[config.mk]
export PLATFORM = sky130hd
export DESIGN_NAME = clock_frequency_divider
export DESIGN_NICKNAME = d
export VERILOG_FILES = /design/src/rtl/chess_pkg.sv /design/src/rtl/clock_frequency_divider_modn_counter.sv /design/src/rtl/clock_frequency_divider.sv
export SDC_FILE = /design/constraint.sdc
export NUM_CORES = 1
export LEC_CHECK = 0
export ABC_CLOCK_PERIOD_IN_PS = 2200
export CELL_PAD_IN_SITES_DETAIL_PLACEMENT = 2
export CELL_PAD_IN_SITES_GLOBAL_PLACEMENT = 2
export CORE_ASPECT_RATIO = 0.6
export CORE_MARGIN = 4
export CORE_UTILIZATION = 39
export CTS_BUF_LIST = sky130_fd_sc_hd__clkbuf_4 sky130_fd_sc_hd__clkbuf_8 sky130_fd_sc_hd__clkbuf_16
export DETAILED_ROUTE_END_ITERATION = 8
export GPL_TIMING_DRIVEN = 0
export PLACE_DENSITY_LB_ADDON = 0.1
export SLEW_MARGIN = 20
export SYNTH_ARGS = -nofsm -noshare
export SYNTH_HDL_FRONTEND = slang
export SYNTH_SLANG_ARGS = --single-unit
[constraint.sdc]
create_clock -name InClock -period 2.2 [get_ports InClock]
set_input_delay 0.55 -clock InClock [delete_from_list [all_inputs] [get_ports InClock]]
set_output_delay 0.55 -clock InClock [all_outputs]
set_load 0.01 [all_outputs]
[src/rtl/chess_pkg.sv]
// Shared clock constants and helpers used by the chess game's slow-domain logic.
package chess_pkg;

  localparam int unsigned SYS_CLK_HZ = 50_000_000;
  localparam int unsigned UI_TICK_HZ = 10;

  // Half-period in source cycles, floored and clamped to at least one cycle.
  function automatic int unsigned halfPeriod(input int unsigned inHz, input int unsigned outHz);
    int unsigned h;
    h = (outHz == 0) ? 1 : inHz / (2 * outHz);
    return (h == 0) ? 1 : h;
  endfunction

endpackage

[src/rtl/clock_frequency_divider_modn_counter.sv]
// Modulo-N up counter with a single-cycle wrap indication on the terminal count.
module clock_frequency_divider_modn_counter #(
  parameter int unsigned N     = 2,
  parameter int unsigned WIDTH = 1
) (
  input  logic             InClock,
  input  logic             reset,
  output logic [WIDTH-1:0] count,
  output logic             wrap
);

  localparam logic [WIDTH-1:0] LAST = WIDTH'(N - 1);

  // Equality-only wrap keeps the count inside 0..N-1 by construction.
  assign wrap = (count == LAST);

  always_ff @(posedge InClock or posedge reset) begin
    if (reset) begin
      count <= '0;
    end else if (wrap) begin
      count <= '0;
    end else begin
      count <= count + WIDTH'(1);
    end
  end

endmodule

[src/rtl/clock_frequency_divider.sv]
// Divides InClock down to a 50%-duty OutClock by toggling a flop every HALF_PERIOD edges.
module clock_frequency_divider
  import chess_pkg::*;
#(
  parameter int unsigned INPUT_FREQUENCY  = SYS_CLK_HZ,
  parameter int unsigned OUTPUT_FREQUENCY = UI_TICK_HZ
) (
  input  logic InClock,
  input  logic reset,
  output logic OutClock
);

  localparam int unsigned HALF_PERIOD = halfPeriod(INPUT_FREQUENCY, OUTPUT_FREQUENCY);
  localparam int unsigned COUNT_WIDTH = (HALF_PERIOD > 1) ? $clog2(HALF_PERIOD) : 1;

  if (OUTPUT_FREQUENCY == 0 || OUTPUT_FREQUENCY > INPUT_FREQUENCY / 2) begin : genBadRatio
    $error("clock_frequency_divider: OUTPUT_FREQUENCY must be in 1..INPUT_FREQUENCY/2");
  end

  logic [COUNT_WIDTH-1:0] counter;
  logic                   wrap;
  logic                   unusedCount;

  clock_frequency_divider_modn_counter #(
    .N    (HALF_PERIOD),
    .WIDTH(COUNT_WIDTH)
  ) uCounter (
    .InClock(InClock),
    .reset  (reset),
    .count  (counter),
    .wrap   (wrap)
  );

  // The count is kept as a named net for debug visibility only.
  assign unusedCount = ^counter;

  // OutClock comes straight from this flop so downstream sees no combinational glitches.
  always_ff @(posedge InClock or posedge reset) begin
    if (reset) begin
      OutClock <= 1'b0;
    end else if (wrap) begin
      OutClock <= ~OutClock;
    end
  end

endmodule

==> results by group <==
Run status
  – Status: finished, final reports clean

Place
  – Dpl ws: around 46 ps
  – Port bufs: 2
  – Area post-placement: between 0.001 and 0.0015 mm²
  – Dpl cells: 141
  – Post-DP HPWL: about 1.9 mm
  – RePlAce Congestion: roughly 0.74

Hold path
  – Hold Crit Start: OutClock$_DFFE_PP0N_
  – Hold WC Path Type: reg -> reg
  – Worst hold path depth: 1

Die
  – Die X: around 77 µm
  – CORE AREA: about 0.0026 mm²
  – Die H: slightly below 50 µm
  – # IOs: 3
  – Starting density of the core: a little over two fifths
  – Number of core rows: 14
  – Full die area: ~0.0038 mm²

Global routing
  – Vias in the first global route: around 900
  – GRT Resource Usage Total: around 15%
  – First-pass GRT wire length: about 4.5 mm
  – Initial antenna violation count: 0
  – GRT overflow: 0
  – Largest net degree at the start of global routing: 24

Layout
  – Design Area, Final: about 0.0012 mm²
  – Post-Route Utilization: a little under half
  – Final #Nets: ~120
  – Layout area overhead: 11.16%
  – Fillers: 270
  – Share of post-route cells with drive strength above 1: 11.50%
  – Commonest non-fill, non-tap cell in the layout: dfrtp_1
  – Most frequent cells in the layout: 23 x dfrtp_1, 10 x nor2_1, 9 x xnor2_1
  – Finished Layout Cells: 145
  – # diodes: 0

Logic synthesis
  – Sequential share of the synthesized area: between 50% and 60%
  – Yosys warnings: 0
  – FF+latch count, synth: 23
  – Mapped cell area: roughly 0.0011 mm²
  – Ys async rst share: 100.0%
  – Mapped Cells: approximately 110
  – Top_reg_cell synth: dfrtp_1
  – Syn Nets: 110
  – Avg Inst Size Synth: approximately 10 µm²
  – EDFF count, synth: 0
  – Synth unique cells: 31

Setup path
  – Reg-to-reg startpoint: uCounter.count[0]$_DFF_PP0_
  – Setup crit end: uCounter.count[20]$_DFF_PP0_
  – CP cell instances: ha_1, nand4_1, nor4_2, nand4_1, xnor2_1
  – Crit path DAT: ~2200 ps
  – Worst reg-to-reg setup slack: between 150 and 200 ps
  – Critical path's slowest cell: nor4_2
  – CP Capture Type: register
  – Crit path from: uCounter.count[0]$_DFF_PP0_
  – Crit-path max FO: 6
  – Worst r2r dst: uCounter.count[20]$_DFF_PP0_
  – Type of the worst setup path: reg -> reg
  – Cell count of the worst reg-to-reg path: 5
  – CP dominant cell by count: nand4_1
  – CP Launch Type: register
  – Worst endpoint required time: between 2000 and 2500 ps
  – CP max stage delay: about 500 ps

Power and ir drop
  – Psw: 0.1421 mW
  – Sw frac: around 20%
  – Reg power frac: 59.7%
  – Int Pwr: about 0.57 mW
  – Comb pwr share: roughly 1.4%
  – P_leak: roughly 0.55 nW
  – Clock Power Share: approximately two fifths
  – Max VDD drop: between 0.2 and 0.3 mV
  – PwrDens: between 500 and 600 mW/mm²

Detailed routing
  – Vias: around 790
  – WL/cell: approximately 18 µm
  – Detail Route Antenna Nets: 0
  – DR vias/cell: around 5.5
  – # DRC: 0
  – 1st-iter DRT viols: 30
  – TritonRoute pass-1 iters: 4
  – Detailed Route WL: between 2 and 3 mm

Timing
  – Fin Clk Skew: approximately 2.6 ps
  – Final Hold Fails: 0
  – Minimum clock period: between 2000 and 2500 ps
  – Fin crit share: around 91%
  – Fmax: 0.4988 GHz
  – Final worst slack: slightly below 200 ps
  – Final setup vio count: 0
  – Measured slew at the worst slew-check pin: approximately 890 ps
  – Max_slew headroom: about 40%
  – Fin. max-slew vios: 0

Clock network
  – Clock slew at reported path FFs: about 80 ps
  – H-tree depth: 1
  – Clock Path Buffers: 2
  – Clk sinks: 23
  – Worst skew pair latency: roughly 260 ps
  – Cts hold-fix bufs: 0
  – CTS Root Cell: clkbuf_8
  – CTS tree: done
  – TritonCTS buffer count: 3

Run
  – Max_cap viols: 0
==> worst min path at each step <==
stage	to	slack [ps]
detailed placement	OutClock$_DFFE_PP0N_	470
floorplan	uCounter.count[0]$_DFF_PP0_	450
finish	OutClock$_DFFE_PP0N_	480
global placement	OutClock$_DFFE_PP0N_	450
CTS	OutClock$_DFFE_PP0N_	480
global route	OutClock$_DFFE_PP0N_	500
==> area by class of cell <==
| cell class | count | area, µm² | share of cell area [%] |
|---|---|---|---|
| tap | 32 | 40.04 | 3.245 |
| clock buffer | 4 | 48.80 | 3.955 |
| timing repair buffer | 2 | 20.02 | 1.623 |
| buffer | 3 | 20.02 | 1.623 |
| multi-input combinational | 76 | 510.5 | 41.38 |
| inverter | 5 | 18.77 | 1.521 |
| sequential | 23 | 575.6 | 46.65 |
==> state kept, by name, summed over array words and instances (netlist names) <==
name,count
uCounter.count,22
OutClock,1
==> cell families after synthesis <==
logic type               count (synthesis)  share of synthesized area, %
AO/OA/AOI/OAI                            8                         4.621
XOR/XNOR                                17                         13.42
adder cells (fa/ha/maj)                  1                         1.127
buffers and inverters                    8                         3.494
flip-flops                              23                         51.86
AND/OR/NAND/NOR                         50                         25.48
==> cell usage after synthesis, drive strengths merged, types with 2 or more instances <==
cell type  number  area share (%)
dfrtp          23              52
nor2           10             3.4
nand2           9             3.3
xnor2           9             7.1
xor2            8             6.3
nand3           7             3.2
inv             5             1.7
a21oi           4             2.1
nor4            4             2.8
and3            3             1.7
nand4           3             1.7
nor3            3             1.4
or4             3             2.4
buf             2             1.5
nor4b           2             1.6
o31ai           2             1.4
or3             2             1.7
==> critical path: cells and delay by family (launching register included) <==
kind	cells	cell delay [ps]
simple gates	3	1080
flops	1	410
fa+ha+maj	1	230
xor+xnor	1	170
==> power by group through the flow <==
stage	registers, mW	logic, mW	clock network, mW
floorplan	0.431	0.00630	0
finish	0.422	0.00992	0.275
global placement	0.431	0.0103	0
CTS	0.422	0.0108	0.287
detailed placement	0.431	0.0108	0
global route	0.422	0.0121	0.311
==> routing by layer <==
layer	global-route usage (%)	wire length [µm]	vias up
met5	0	0	-
met4	3.313	20	0
met3	4.613	76	4
met2	22.25	1116	9
met1	22.18	1385	400
li1	-	-	380
==> repair_timing <==
item / in CTS / in global routing
resized for setup: 0 / 2
buffers inserted: 0 / 0
setup endpoints to repair: 0 / 4
==> metrics by stage <==
step | hold slack [ps] | TNS, ps | total power, mW
2_1_floorplan | 454.4 | 0 | 0.4371
4_1_cts | 479.1 | 0 | 0.7197
5_1_grt | 501.9 | -352.6 | 0.7458
6_report | 477.2 | 0 | 0.7075
3_5_place_dp | 465.2 | 0 | 0.4416
3_3_place_gp | 453.4 | 0 | 0.4411
Power figures use the tool's default switching activity.
